[src/rtl/oht2bin_pkg.sv]
// Shared types and elaboration-time helpers for the pipelined one-hot to binary encoder.
// Register placement: stage s sits after tree level ceil((s+1)*wlog/stages).
package oht2bin_pkg;

    typedef struct packed {
        logic any;
        logic multi;
    } node_flags_t;

    function automatic int unsigned stage_level(input int unsigned s,
                                                input int unsigned stages,
                                                input int unsigned wlog);
        if (stages == 0) return 0;
        return ((s + 1) * wlog + stages - 1) / stages;
    endfunction

    function automatic bit is_reg_level(input int unsigned l,
                                        input int unsigned stages,
                                        input int unsigned wlog);
        for (int unsigned s = 0; s < stages; s++)
            if (stage_level(s, stages, wlog) == l) return 1'b1;
        return 1'b0;
    endfunction

    function automatic int unsigned level_stage(input int unsigned l,
                                                input int unsigned stages,
                                                input int unsigned wlog);
        for (int unsigned s = 0; s < stages; s++)
            if (stage_level(s, stages, wlog) == l) return s;
        return 0;
    endfunction

endpackage

[src/rtl/oht2bin_node.sv]
// Combinational radix-2 tree node: merges a low and a high child into a node one level up.
module oht2bin_node
  import oht2bin_pkg::*;
#(
  parameter int LVL = 1,
  localparam int CW = (LVL > 1) ? LVL - 1 : 1
) (
  input  node_flags_t     lo_f,
  input  logic [CW-1:0]   lo_b,
  input  node_flags_t     hi_f,
  input  logic [CW-1:0]   hi_b,
  output node_flags_t     f,
  output logic [LVL-1:0]  b
);

  assign f.any   = lo_f.any | hi_f.any;
  assign f.multi = lo_f.multi | hi_f.multi | (lo_f.any & hi_f.any);

  if (LVL == 1) begin : g_first
    // Leaves carry no index bits; their 1-bit index inputs are driven to 0.
    assign b = hi_f.any | lo_b[0] | hi_b[0];
  end else begin : g_upper
    assign b = {hi_f.any, lo_b | hi_b};
  end

endmodule

[src/rtl/oht2bin_pipe.sv]
// Pipelined one-hot to binary encoder on a valid/ready stream, with zero and multi-hot flags.
// Registers sit between tree levels; ready ripples combinationally backwards so bubbles collapse.
module oht2bin_pipe
    import oht2bin_pkg::*;
#(
    parameter int WIDTH  = 32,
    parameter int STAGES = 1,
    localparam int WIDTH_LOG = $clog2(WIDTH)
) (
    input  logic                 clk,
    input  logic                 rst_n,
    input  logic                 s_vld,
    output logic                 s_rdy,
    input  logic [WIDTH-1:0]     s_oht,
    output logic                 m_vld,
    input  logic                 m_rdy,
    output logic [WIDTH_LOG-1:0] m_bin,
    output logic                 m_zero,
    output logic                 m_multi
);

    localparam int NPAD = 1 << WIDTH_LOG;

    if (STAGES < 1 || STAGES > WIDTH_LOG) begin : g_bad_stages
        $fatal(1, "oht2bin_pipe: STAGES=%0d outside 1..%0d", STAGES, WIDTH_LOG);
    end

    logic [STAGES-1:0] vld;
    logic [STAGES-1:0] up_vld;
    logic [STAGES-1:0] rdy;
    logic [NPAD-1:0]   pad;

    always_comb begin
        pad = '0;
        pad[WIDTH-1:0] = s_oht;
    end

    always_comb begin
        up_vld    = '0;
        up_vld[0] = s_vld;
        for (int unsigned s = 1; s < STAGES; s++) up_vld[s] = vld[s-1];
    end

    // Flattened form of rdy[s] = !vld[s] | rdy[s+1], rdy[STAGES] = m_rdy.
    always_comb begin
        rdy = '0;
        for (int unsigned s = 0; s < STAGES; s++) begin
            rdy[s] = m_rdy;
            for (int unsigned k = s; k < STAGES; k++) rdy[s] = rdy[s] | ~vld[k];
        end
    end

    always_ff @(posedge clk or negedge rst_n) begin
        if (!rst_n) begin
            vld <= '0;
        end else begin
            for (int unsigned s = 0; s < STAGES; s++)
                if (rdy[s]) vld[s] <= up_vld[s];
        end
    end

    for (genvar l = 0; l <= WIDTH_LOG; l++) begin : g_lvl
        localparam int N  = NPAD >> l;
        localparam int BW = (l == 0) ? 1 : l;

        node_flags_t [N-1:0]         f_o;
        logic        [N-1:0][BW-1:0] b_o;

        if (l == 0) begin : g_leaf
            for (genvar i = 0; i < N; i++) begin : g_n
                assign f_o[i] = '{any: pad[i], multi: 1'b0};
            end
            assign b_o = '0;
        end else begin : g_tree
            node_flags_t [N-1:0]         f_c;
            logic        [N-1:0][BW-1:0] b_c;

            for (genvar i = 0; i < N; i++) begin : g_n
                oht2bin_node #(.LVL(l)) u_node (
                    .lo_f (g_lvl[l-1].f_o[2*i]),
                    .lo_b (g_lvl[l-1].b_o[2*i]),
                    .hi_f (g_lvl[l-1].f_o[2*i+1]),
                    .hi_b (g_lvl[l-1].b_o[2*i+1]),
                    .f    (f_c[i]),
                    .b    (b_c[i])
                );
            end

            if (is_reg_level(l, STAGES, WIDTH_LOG)) begin : g_reg
                localparam int unsigned SI = level_stage(l, STAGES, WIDTH_LOG);

                node_flags_t [N-1:0]         f_q;
                logic        [N-1:0][BW-1:0] b_q;

                always_ff @(posedge clk or negedge rst_n) begin
                    if (!rst_n) begin
                        f_q <= '0;
                        b_q <= '0;
                    end else if (rdy[SI] && up_vld[SI]) begin
                        f_q <= f_c;
                        b_q <= b_c;
                    end
                end

                assign f_o = f_q;
                assign b_o = b_q;
            end else begin : g_comb
                assign f_o = f_c;
                assign b_o = b_c;
            end
        end
    end

    assign s_rdy   = rdy[0];
    assign m_vld   = vld[STAGES-1];
    assign m_bin   = g_lvl[WIDTH_LOG].b_o[0];
    assign m_multi = g_lvl[WIDTH_LOG].f_o[0].multi;
    // Gated by valid so the reset (all-zero) root reads as "not zero-input".
    assign m_zero  = m_vld & ~g_lvl[WIDTH_LOG].f_o[0].any;

endmodule

[config.mk]
export PLATFORM = sky130hd
export DESIGN_NAME = oht2bin_pipe
export DESIGN_NICKNAME = d
export VERILOG_FILES = /design/src/rtl/oht2bin_pkg.sv /design/src/rtl/oht2bin_node.sv /design/src/rtl/oht2bin_pipe.sv
export SDC_FILE = /design/constraint.sdc
export NUM_CORES = 1
export LEC_CHECK = 0
export CAP_MARGIN = 20
export CORE_AREA = 2 2 48 50
export CTS_CLUSTER_DIAMETER = 40
export DETAILED_ROUTE_END_ITERATION = 8
export DIE_AREA = 0 0 50 52
export PLACE_DENSITY = 0.77
export SETUP_SLACK_MARGIN = 0.4
export SYNTH_ARGS = -nofsm -noshare
export SYNTH_HDL_FRONTEND = slang
export SYNTH_SLANG_ARGS = --single-unit
[constraint.sdc]
create_clock -name clk -period 1.5 [get_ports clk]
set_input_delay 0.375 -clock clk [delete_from_list [all_inputs] [get_ports clk]]
set_output_delay 0.375 -clock clk [all_outputs]
set_load 0.01 [all_outputs]
# Word level (Yosys, flattened, before mapping)
# Index checks and enable logic that the tools add are counted.
# totals
reg_bits	8
inputBits	36
elab_cells	116
# classes
bitwise_logic	111
n_reduce_logical	1
# op_table
cell	count
$or A1 B1 Y1	70
$and A1 B1 Y1	32
$or A2 B2 Y2	4
$or A3 B3 Y3	2
$or A4 B4 Y4	1
$not A1 Y1	2
$logic_and A1 B1 Y1	1

# Longest topological paths before layout
# logic_depth
ltp_word	9
ltp_mapped	5
ltp_nobuf	5

# Cells and area by module
# A second synthesis with hierarchy kept.
# unflattened
hier_cells	139
area_unflattened_um2	1208.7
# modules_own_cells
mod	instances	cells_per_inst	area_each_um2
oht2bin_node (g_lvl[1].g_tree.g_n[0].u_node ...)	16	3	22.5
oht2bin_pipe	1	20	347.8
oht2bin_node (g_lvl[2].g_tree.g_n[0].u_node ...)	8	4	28.8
oht2bin_node (g_lvl[3].g_tree.g_n[0].u_node ...)	4	5	35.0
oht2bin_node (g_lvl[4].g_tree.g_n[0].u_node ...)	2	6	41.3
oht2bin_node (g_lvl[5].g_tree.g_n[0].u_node)	1	7	47.5

# Worst setup path after synthesis
# OpenSTA, ideal clock, no wires.
# synth_path
path_kind	input-to-reg
startpoint	input s_oht[31]
endpoint	register g_lvl[5].g_tree.g_reg.f_q, in the netlist m_multi
setup_time_ns	0.138
arrival_time_ns	1.649
required_time_ns	1.362
setup_slack_ns	-0.288
cell_stages	5
n_path_buf	0
path_cell_list	nor4_4 o22ai_1 or4_1 a2111oi_2 a31oi_1
# synth_via
elab_chain_len	9
word_cells_on_any_way	17
classes_between	bitwise: 17
# synth_lines
element	line_no	text
start, declared	oht2bin_pipe.sv:14	input logic [WIDTH-1:0] s_oht,
$and A1 B1 Y1 or $or A1 B1 Y1 (tied branches)	oht2bin_node.sv:17, oht2bin_node.sv:16	
$or A1 B1 Y1 or $and A1 B1 Y1 (tied branches)	oht2bin_node.sv:17	assign f.multi = lo_f.multi | hi_f.multi | (lo_f.any & hi_f.any);
$or A1 B1 Y1 (6 in series)	oht2bin_node.sv:17	
$or A1 B1 Y1 (*)	oht2bin_node.sv:17	
end signal, assigned	oht2bin_pipe.sv:97	f_q <= '0;
end signal, assigned	oht2bin_pipe.sv:100	f_q <= f_c;
end, declared	oht2bin_pipe.sv:92	node_flags_t [N-1:0] f_q;
# Every way passes the cells marked *; elsewhere a longest branch is shown, timed or not.
# A chain may end at the register's enable or synchronous reset.

# Worst setup path after layout
# layout_path
startpoint	input s_oht[6]
endpoint	register g_lvl[5].g_tree.g_reg.f_q, in the netlist m_multi
# The elaborated chain is that of the path after synthesis.

==> results.json <==
{
  "run_status": "finished, violations left",
  "violations": "setup timing",
  "clk_pin_slew_ns": 0.06,
  "first_global_vias": 1408,
  "synth.top_cell.area_share": 0.275,
  "max_rail_drop_vdd_mv": 0.419,
  "insertedDiodeCount": 0,
  "r2r_slack_ns": -0.03,
  "worstPathMaxFanout": 3,
  "setup.worst_path.class": "in2reg",
  "floorplan.core_area_um2": 2110,
  "hold_viol": 0,
  "finalSetupViolCount": 2,
  "register_area_um2": 200,
  "cts_buffers": 3,
  "r2r-start": "m_vld",
  "timing.clock.skew_ns": 0.00166,
  "p_leak_nw": 0.846,
  "syn-num-nets": 121,
  "synth_ff_type": "dfrtp_1",
  "antenna_violations_before_repair": 0,
  "synth-edff-count": 0,
  "clk_latency_ns": 0.28,
  "floorplan.initialDensity": 0.346,
  "clock_path_buffers": 2,
  "synthArstFlopShare": 1.00,
  "globalRoute.totalOverflow": 0,
  "grt_max_degree": 12,
  "drt_pass1_iterations": 4,
  "drv.max_cap_violation_count": 0,
  "synth-seq-area-share": 0.275,
  "fp.dieArea_um2": 2600,
  "grt_pass1_wl_mm": 6.51,
  "cellPowerDensity_nw_per_um2": 469,
  "final_layout_size_suffix_gt1_frac": 0.727,
  "total_number_of_vias": 1456,
  "netlist_top_cells_area": "dfrtp_1 (27%), nor4_1 (9.5%), nor4_4 (8.8%), a22oi_1 (8.2%), o22ai_1 (7.7%)",
  "layout.cells.most_common_list": "buf_4 (48), buf_6 (25), buf_2 (24)",
  "postSynthCellCount": 85,
  "syn_area_per_cell_um2": 8.57,
  "finalCoreUtilization": 0.922,
  "route.antenna.remaining_nets": 0,
  "pin_count": 45,
  "die_w_um": 50,
  "finalWorstSetupSlack_ns": -0.283,
  "tns_ns": -0.464,
  "ys_seq_elements": 8,
  "area_growth_pct": 166,
  "synth_cell_type_count": 26,
  "placementRows": 17,
  "mostFrequentLayoutCell": "buf_4",
  "drc": 0,
  "yosys_warnings": 0,
  "hp-class": "in2async",
  "htreeDepth": 1,
  "finalCriticalPeriod_ns": 1.78,
  "wire_per_inst_um": 23.2,
  "cp-start-kind": "input port",
  "fmax_mhz": 561,
  "worst_ep_arrival_time_ns": 1.93,
  "synthesis.area_um2": 728,
  "detail_route.vias_per_cell": 6.44,
  "slew-limit-headroom": 0.769,
  "synth_top_area_cell": "dfrtp_1",
  "critical_path.reg2reg.endpoint": "m_multi",
  "overall_die_height_um": 52,
  "timing_max_transition_violations_final": 0,
  "cts_sink_count": 8,
  "clock_tree.root_cell": "clkbuf_4",
  "period_share": 1.19,
  "routabilityCongestion": 0.957,
  "detail_route.wirelength_mm": 5.24,
  "placement.io_buffers": 44,
  "unrepaired_setup_endpoints_after_global_routing": "true",
  "layout.filler_cells": 76,
  "multi_input_comb_area_um2": 763,
  "end_kind": "flip-flop",
  "dpl.hpwl_mm": 2.54,
  "worst-slew-pin-transition_ns": 0.344,
  "cp_data_required_time_ns": 1.64,
  "number_of_cells_traversed_by_the_worst_register_to_register_path": 6,
  "cts_tree": "yes",
  "final_nets": 236,
  "grt_usage": 0.340,
  "detailedRoute.firstIterationViolations": 55
}
==> metal layers <==
layer	routed length, um	track usage	part of all wire
met5	0	0	0
met4	484	0.250	0.092
met3	423	0.0517	0.081
met2	2600	0.643	0.50
met1	1730	0.333	0.33
==> logic make-up after synthesis <==
group           count (synthesis)  share of synthesized area
simple gates                   44                      0.426
buf+inv                         2                     0.0103
compound gates                 30                      0.273
mux                             1                     0.0155
flops                           8                      0.275
==> Yosys cell counts (2+ instances only) <==
cell type,count
dfrtp_1,8
or4_1,3
nand4_1,4
nor2_1,3
nand2b_1,3
nor4_4,3
nor4_1,11
and4_1,2
a21oi_1,2
o21ai_0,7
a22oi_1,8
o22ai_1,9
nand2_1,9
==> stage by stage <==
step | total power [W] | instance area [um^2] | cells | worst slack [ns] | hold WS [ns]
floorplan | 0.000326 | 756 | 85 | -0.150 | 0.0794
global placement | 0.000592 | 1550 | 199 | -0.722 | 0.463
detailed placement | 0.000604 | 1550 | 199 | -0.798 | 0.473
CTS | 0.000795 | 1790 | 215 | -0.251 | 0.407
global route | 0.000941 | 1940 | 226 | -0.316 | 0.398
finish | 0.000911 | 1940 | 226 | -0.283 | 0.367
==> power breakdown <==
group | leakage, nW | switching [W] | internal [W] | total [W]
Sequential | 0.0838 | 0.0000116 | 0.000234 | 0.000246
Combinational | 0.748 | 0.000228 | 0.000254 | 0.000482
Clock | 0.0138 | 0.0000908 | 0.0000927 | 0.000184
Total | 0.846 | 0.000331 | 0.000581 | 0.000911
==> state kept, by name (all words and copies together) (netlist names) <==
register,cells
g_lvl.f_o,1
m_bin,5
m_multi,1
m_vld,1
==> cell type report <==
type	instances	area share
Timing Repair Buffer	111	0.472
Tap cell	28	0.0181
Inverter	1	0.00193
Sequential cell	8	0.103
Multi-Input combinational cell	75	0.393
Clock buffer	3	0.0116
==> timing repair <==
item	CTS	global route
resized for setup	193	44
pin swaps	32	23
endpoints found under the setup margin	16	16
setup buffers	13	11
hold buffers	0	0
==> worst max-delay path, cell delays in order <==
cell       delay (ns)
buf_8            0.10
buf_6            0.11
nor4_4           0.27
o22ai_1          0.12
or4_4            0.57
a2111oi_4        0.23
a31oi_1          0.15
==> worst max-delay path by stage <==
stage	slack (ns)	end	startpoint
after detailed placement	-0.80	m_multi	s_oht[25]
after global routing	-0.32	m_multi	s_oht[6]
after floorplan	-0.15	m_multi	s_oht[26]
final	-0.28	m_multi	s_oht[6]
after CTS	-0.25	m_multi	s_oht[27]
after global placement	-0.72	m_multi	s_oht[26]
(Power assumes the default switching activity.)
